--- src/rtl/rf_arb_pkg.sv ---
// Shared constants and the grant-selection helper for the register-file write arbiter.
// Grant policy is chosen in rf_write_arbiter via RF_ARB_RR_EN.
package rf_arb_pkg;

    localparam int ADDR_W_DEF = 5;
    localparam int DATA_W_DEF = 32;
    localparam int NREQ       = 2;
    localparam int ZERO_REG   = 0;

    // When both slots are full: round-robin picks the requester that did not win last,
    // otherwise requester 0 wins. A single full slot is always the one granted.
    function automatic logic [NREQ-1:0] arb_pick(input logic [NREQ-1:0] full,
                                                 input logic            rr,
                                                 input logic            last);
        if (&full) arb_pick = (rr && !last) ? 2'b10 : 2'b01;
        else       arb_pick = full;
    endfunction

endpackage

--- src/rtl/rf_arb_slot.sv ---
// One pending-write slot: holds a single accepted write until the arbiter grants it.
// Writes aimed at the hard-wired zero register are accepted but never stored.
module rf_arb_slot
    import rf_arb_pkg::*;
#(
    parameter int ADDR_W = ADDR_W_DEF,
    parameter int DATA_W = DATA_W_DEF
) (
    input  logic              clk,
    input  logic              clr,
    input  logic              vld_in,
    input  logic [ADDR_W-1:0] addr_in,
    input  logic [DATA_W-1:0] data_in,
    input  logic              gnt,
    output logic              full,
    output logic [ADDR_W-1:0] addr,
    output logic [DATA_W-1:0] data,
    output logic              rdy
);

    logic              full_q, full_d;
    logic [ADDR_W-1:0] addr_q, addr_d;
    logic [DATA_W-1:0] data_q, data_d;

    // A granted slot drains on this edge, so it can take a new write in the same cycle.
    assign rdy  = (!full_q || gnt) && !clr;
    assign full = full_q;
    assign addr = addr_q;
    assign data = data_q;

    always_comb begin
        full_d = full_q;
        addr_d = addr_q;
        data_d = data_q;
        if (gnt) full_d = 1'b0;
        if (vld_in && rdy) begin
            full_d = (addr_in != ADDR_W'(ZERO_REG));
            addr_d = addr_in;
            data_d = data_in;
        end
    end

    always_ff @(posedge clk) begin
        if (clr) begin
            full_q <= 1'b0;
            addr_q <= '0;
            data_q <= '0;
        end else begin
            full_q <= full_d;
            addr_q <= addr_d;
            data_q <= data_d;
        end
    end

endmodule

--- src/rtl/rf_write_arbiter.sv ---
// Two-requester write arbiter feeding a single register-file write port, one write per cycle.
// Define RF_ARB_RR_EN for round-robin arbitration; the default build uses fixed priority (requester 0).
module rf_write_arbiter
    import rf_arb_pkg::*;
#(
    parameter int ADDR_W = ADDR_W_DEF,
    parameter int DATA_W = DATA_W_DEF
) (
    input  logic              Clk,
    input  logic              Clr,
    input  logic              V0,
    input  logic [ADDR_W-1:0] A0,
    input  logic [DATA_W-1:0] D0,
    output logic              R0,
    input  logic              V1,
    input  logic [ADDR_W-1:0] A1,
    input  logic [DATA_W-1:0] D1,
    output logic              R1,
    output logic [ADDR_W-1:0] Wr,
    output logic [DATA_W-1:0] D,
    output logic              We,
    output logic [1:0]        Gnt,
    output logic              Busy
);

    logic [NREQ-1:0]             req_vld, slot_full, slot_gnt, slot_rdy;
    logic [NREQ-1:0][ADDR_W-1:0] req_addr, slot_addr;
    logic [NREQ-1:0][DATA_W-1:0] req_data, slot_data;

    assign req_vld  = {V1, V0};
    assign req_addr = {A1, A0};
    assign req_data = {D1, D0};

    for (genvar i = 0; i < NREQ; i++) begin : g_slot
        rf_arb_slot #(
            .ADDR_W (ADDR_W),
            .DATA_W (DATA_W)
        ) u_slot (
            .clk     (Clk),
            .clr     (Clr),
            .vld_in  (req_vld[i]),
            .addr_in (req_addr[i]),
            .data_in (req_data[i]),
            .gnt     (slot_gnt[i]),
            .full    (slot_full[i]),
            .addr    (slot_addr[i]),
            .data    (slot_data[i]),
            .rdy     (slot_rdy[i])
        );
    end

    assign R0   = slot_rdy[0];
    assign R1   = slot_rdy[1];
    assign Busy = |slot_full;

`ifdef RF_ARB_RR_EN
    // last_q is the index of the most recent winner; reset to 1 so requester 0 wins first.
    logic last_q, last_d;

    assign slot_gnt = arb_pick(slot_full, 1'b1, last_q);

    always_comb begin
        last_d = last_q;
        if (|slot_gnt) last_d = slot_gnt[1];
    end

    always_ff @(posedge Clk) begin
        if (Clr) last_q <= 1'b1;
        else     last_q <= last_d;
    end
`else
    assign slot_gnt = arb_pick(slot_full, 1'b0, 1'b1);
`endif

    logic              we_q, we_d;
    logic [1:0]        gnt_q, gnt_d;
    logic [ADDR_W-1:0] wr_q, wr_d;
    logic [DATA_W-1:0] dat_q, dat_d;

    // Wr/D keep their last value on idle cycles; only We/Gnt drop.
    always_comb begin
        we_d  = |slot_gnt;
        gnt_d = slot_gnt;
        wr_d  = wr_q;
        dat_d = dat_q;
        if (slot_gnt[0]) begin
            wr_d  = slot_addr[0];
            dat_d = slot_data[0];
        end else if (slot_gnt[1]) begin
            wr_d  = slot_addr[1];
            dat_d = slot_data[1];
        end
    end

    always_ff @(posedge Clk) begin
        if (Clr) begin
            we_q  <= 1'b0;
            gnt_q <= '0;
            wr_q  <= '0;
            dat_q <= '0;
        end else begin
            we_q  <= we_d;
            gnt_q <= gnt_d;
            wr_q  <= wr_d;
            dat_q <= dat_d;
        end
    end

    assign We  = we_q;
    assign Gnt = gnt_q;
    assign Wr  = wr_q;
    assign D   = dat_q;

endmodule

--- config.mk ---
export PLATFORM = sky130hd
export DESIGN_NAME = rf_write_arbiter
export DESIGN_NICKNAME = d
export VERILOG_FILES = /design/src/rtl/rf_arb_pkg.sv /design/src/rtl/rf_arb_slot.sv /design/src/rtl/rf_write_arbiter.sv
export SDC_FILE = /design/constraint.sdc
export NUM_CORES = 1
export LEC_CHECK = 0
export CORE_ASPECT_RATIO = 0.8
export CORE_UTILIZATION = 50
export CTS_CLUSTER_SIZE = 25
export DETAILED_ROUTE_END_ITERATION = 6
export GPL_ROUTABILITY_DRIVEN = 0
export GPL_TIMING_DRIVEN = 0
export PLACE_DENSITY = 0.86
export SLEW_MARGIN = 25
export SYNTH_ARGS = -nofsm -noshare
export SYNTH_HDL_FRONTEND = slang
export SYNTH_HIERARCHICAL = 1
export SYNTH_SLANG_ARGS = --single-unit
export TNS_END_PERCENT = 50
--- constraint.sdc ---
create_clock -name Clk -period 2.7 [get_ports Clk]
set_clock_uncertainty 0.2 [all_clocks]
set_input_delay 0.405 -clock Clk [delete_from_list [all_inputs] [get_ports Clk]]
set_output_delay 0.405 -clock Clk [all_outputs]
set_load 0.05 [all_outputs]
==> impl_metrics.ini, run 1 <==
[status]
status = finished, final reports clean

[sta]
finalHoldViolations = 0
drv_slew = 0
slew-limit-headroom_pct = 62.7
setup_viol = 0
hold-worst-slack_ns = 0.301
clock.fmax_mhz = 391
period_needed_ns = 2.56
tightest_slew_ns = 0.559
final.period_utilization_pct = 94.7
rsz0062_at_grt = no

[cts]
cts_inserted_buffers = 17
clkTransAtPathRegs_ns = 0.05
cts_buffer_depth = 2
cts_setup_buffers = 0
clkSinkCount = 116
tritoncts = yes
root_buffer = clkbuf_16
clk_latency_ns = 0.41
htreeDepth = 4

[synthesis]
synth.distinct_cells = 22
syn_inst = 427
synth_seq_cells = 116
yosysWarningCount = 6
seq_area_frac_synth_pct = 44.5
syn-cell-area_um2 = 5220
syn_area_per_cell_um2 = 12.2
syn_nets = 505

[cells_and_area]
drive_gt1_share_pct = 23.7
final_common_cell = clkdlybuf4s50_1
final_cell_mix = 117 x clkdlybuf4s50_1, 116 x dfxtp_1, 94 x nor2b_1, 60 x mux2_4, 37 x mux2i_1
finish.utilization_pct = 73.0
area_growth_pct = 38.4
layout.nets = 644
fill_cells = 686
diodes = 0

[global_routing]
gr-total-overflow = 0
grt_pass1_vias = 4013
antenna_found_initial = 0
grt_pass1_wl_um = 20400
grtUsageTotal_pct = 25.8
grt_max_degree = 17

[floorplan]
io_pins = 121
fp-row-count = 32
fp.dieW_um = 116
initial_core_util_pct = 52.7
fp.dieArea_um2 = 10800
die_height_um = 93.3
core-area_um2 = 9890

[drt]
drtIter0Drc = 161
routed_via_density = 5.08
post_drt_wl_per_cell_um = 18.4
first_pass_iters = 4
post-route-drc-count = 0
routed_wl_um = 13100
highest_layer = met4
met2_length_um = 6270
ant_nets = 0
route.met3.wl_um = 645
met1_length_um = 5870
via_count = 3629

[power_and_ir_drop]
p_per_area_nw_per_um2 = 733
total_power_w = 0.00529
irDropWorstVdd_v = 0.000521
leakagePower_nw = 3.11

[setup_path]
crit_fanout = 10
critPathKind = reg -> out
cp.arrival_ns = 1.95
r2r_slack_ns = 0.58
worstSetupStartpointType = register
cp-end-kind = output pin
crit_required_ns = 2.10

[worst_hold_path]
hp-class = reg -> reg

[run]
max_cap_violations = 0

[place]
io_buffers = 120
hpwl_um = 9020
## cells in the mapped netlist (all sizes together)
cell type    n  share of area (%)
inv          1              0.072
a211oi      37                5.6
nand2b       2               0.53
clkbuf      11               0.79
mux2        74                 20
buf         23                5.0
mux2i       37                7.1
nor2         1              0.072
nor2b       94                 11
or4          2               0.29
and2b       22                3.2
or2          1               0.12
dfxtp      116                 45
a21oi        2               0.19
nand3b       2               0.77
o21ai        2               0.19
## metrics by stage
stage	setup TNS (ns)	instances	setup slack, ns	area [um^2]
floorplan	0	427	0.451	5220
global placement	-0.590	683	-0.306	6590
detailed placement	-0.541	683	-0.276	6590
CTS	0	715	0.0169	7230
global route	0	715	0.0832	7220
finish	0	715	0.143	7220
## what timing repair did
item	in CTS	in global routing
endpoints found under the setup margin	3	2
hold buffers	0	0
cloned	0	0
resized for setup	5	6
## layout make-up
| cell class | instances | area (um^2) | share of cell area (%) |
|---|---|---|---|
| plain buffers | 34 | 303 | 4.19 |
| clock buffers | 22 | 464 | 6.43 |
| clock inverters | 10 | 178 | 2.46 |
| inverters | 1 | 3.75 | 0.0520 |
| multi-input cells | 276 | 2590 | 35.8 |
| flip-flops and latches | 116 | 2320 | 32.2 |
| well taps | 136 | 170 | 2.36 |
| repair buffers | 120 | 1190 | 16.5 |
## worst max-delay path, cell delays in order (launching register included)
cell	delay, ns
dfxtp_1	0.39
buf_4	0.16
buf_8	0.16
nor2b_1	0.20
nand2b_4	0.18
nor2b_1	0.16
buf_2	0.30
## state kept, by name, summed over array words and instances, names as in the netlist
| name | count |
|---|---|
| Wr | 5 |
| g_slot.u_slot/full | 2 |
| We | 1 |
| D | 32 |
| Gnt | 2 |
| g_slot.u_slot/addr | 10 |
| g_slot.u_slot/data | 64 |
## power breakdown
group | switching (W) | internal, W | total (W)
Sequential | 0.0000771 | 0.00185 | 0.00193
Combinational | 0.000446 | 0.000463 | 0.000908
Clock | 0.000773 | 0.00168 | 0.00245
Total | 0.00130 | 0.00400 | 0.00529
## path summary, 6_finish.rpt
kind	end	cells after the start	startpoint
worst max register to register	g_slot[1].u_slot/data[6]	8	g_slot[1].u_slot/full
worst min register to register	D[30]	2	g_slot[0].u_slot/data[30]
worst max-delay path	R1	6	g_slot[1].u_slot/full
worst min-delay path	D[30]	2	g_slot[0].u_slot/data[30]
## kinds of logic after synthesis
group / after synthesis / share of synthesized area (%)
flops: 116 / 44.5
simple gates: 124 / 16.2
mux: 111 / 27.4
compound gates: 41 / 6.00
buf+inv: 35 / 5.85
## metal layers
metal  vias to the layer above  global-route usage, %
met2                       103                   42.0
li1                       1753                      -
met1                      1744                   31.0
met3                        29                   8.23
met5                         -                      0
met4                         0                   11.5
(Power assumes the default switching activity.)
==> run 2, diff against run 1 <==
Settings changed: RECOVER_POWER set to 25.
==> impl_metrics.ini, run 2 (synthesis results as in run 1) <==
[cts]
tritoncts = yes
cts_inserted_buffers = 17
holdBufCountCts = 0
cts_setup_buffers = 0
clkTransAtPathRegs_ns = 0.05
clk_latency_ns = 0.41
root_buffer = clkbuf_16
htreeDepth = 4
clkSinkCount = 116
cts_buffer_depth = 2

[cells_and_area]
largest_register_ffs = 64
fill_cells = 688
area_growth_pct = 38.2
finish.utilization_pct = 72.9
diodes = 0
drive_gt1_share_pct = 23.3
final_cell_mix = 116 x dfxtp_1, 116 x clkdlybuf4s50_1, 94 x nor2b_1, 60 x mux2_4, 37 x mux2i_1
finalInstanceArea_um2 = 7210
layout.nets = 644

[setup_path]
crit_family = buffers and inverters
timing.rr.end = g_slot[1].u_slot/data[6]
crit_end = R1
cp-end-kind = output pin
path_depth = 4
r2r_cells = 8
crit_start = Clr
worstPathCellList = dlygate4sd3_1 > clkbuf_1 > nor2b_1 > buf_2
path_buf_inv = 3
r2r_slack_ns = 0.58
crit_required_ns = 2.10
cpPeakStageDelay_ns = 0.81
crit_fanout = 12
critPathKind = in -> out
worstSetupStartpointType = primary input
timing.rr.start = g_slot[1].u_slot/full
cp.arrival_ns = 1.97
cp_slowest_cell = dlygate4sd3_1

[sta]
fin_ws_ns = 0.128
setup_viol = 0
tightest_slew_ns = 0.560
final.period_utilization_pct = 95.3
slew-limit-headroom_pct = 62.7
fin_tns_setup_ns = 0
rsz0062_at_grt = no
period_needed_ns = 2.57
finalHoldViolations = 0
drv_slew = 0
clock.fmax_mhz = 389

[drt]
via_count = 3633
post_drt_wl_per_cell_um = 18.4
first_pass_iters = 4
post-route-drc-count = 0
routed_wl_um = 13100
ant_nets = 0
drtIter0Drc = 125
routed_via_density = 5.08

[global_routing]
grtUsageTotal_pct = 25.8
antenna_found_initial = 0
grt_pass1_vias = 4013
gr-total-overflow = 0
grt_max_degree = 17
grt_pass1_wl_um = 20400

[floorplan]
initial_core_util_pct = 52.7
fp-row-count = 32
fp.dieW_um = 116
core-area_um2 = 9890
io_pins = 121
die_height_um = 93.3
fp.dieArea_um2 = 10800

[place]
hpwl_um = 9020
placed_area_um2 = 6590
dp_slack_ns = -0.276
io_buffers = 120

[status]
status = finished, final reports clean

[power_and_ir_drop]
total_power_w = 0.00529
leakagePower_nw = 3.11
irDropWorstVdd_v = 0.000519
p_per_area_nw_per_um2 = 733

[run]
max_cap_violations = 0

[worst_hold_path]
hp-class = reg -> reg
run 2: cell types whose count changed in the layout (fill, tap and decap cells not counted):
cell / before / now
a211oi_1: 34 / 36
dlygate4sd3_1: 0 / 1
o21ai_0: 0 / 1
clkdlybuf4s50_1: 117 / 116
o21ai_1: 2 / 1
a211oi_2: 3 / 1
run 2: layout make-up:
cell class / count / area [um^2] / share of cell area (%)
sequential: 116 / 2320 / 32.2
clock buffer: 22 / 464 / 6.44
multi-input combinational: 276 / 2580 / 35.8
timing repair buffer: 120 / 1190 / 16.5
buffer: 34 / 303 / 4.20
clock inverter: 10 / 178 / 2.46
inverter: 1 / 3.75 / 0.0521
tap: 136 / 170 / 2.36
run 2: worst min path at each step:
stage	depth (start not counted)	endpoint	slack, ns	startpoint
floorplan	2	D[0]	0.28	g_slot[0].u_slot/data[0]
global placement	2	D[30]	0.29	g_slot[0].u_slot/data[30]
detailed placement	2	D[30]	0.30	g_slot[0].u_slot/data[30]
CTS	2	D[30]	0.31	g_slot[0].u_slot/data[30]
global route	2	D[30]	0.34	g_slot[0].u_slot/data[30]
finish	2	D[30]	0.30	g_slot[0].u_slot/data[30]
run 2: power breakdown:
part	switching, W	total, W	internal, W
Sequential	0.0000773	0.00193	0.00185
Combinational	0.000444	0.000906	0.000461
Clock	0.000770	0.00245	0.00168
run 2: routing by layer:
layer,part of all wire (%),track usage (%)
met1,45,31.0
met2,48,42.0
met3,4.9,8.23
met4,2.5,11.5
met5,0,0
run 2: worst reg2reg max path: stages, from the launching register on:
cell and delay, ns:
dfxtp_1 0.39, buf_4 0.16, buf_8 0.16, nor2b_1 0.20
nand2b_4 0.18, nand3b_4 0.08, buf_6 0.17, buf_12 0.17
mux2_4 0.31
run 2: through the flow:
step | cells | hold WS [ns]
finish | 715 | 0.303
global route | 715 | 0.342
CTS | 715 | 0.306
detailed placement | 683 | 0.296
global placement | 683 | 0.291
floorplan | 427 | 0.282
run 2: repair_timing:
item,in CTS,in global routing
gates resized for setup,5,6
setup endpoints to repair,3,2
endpoints found under the hold margin,0,0
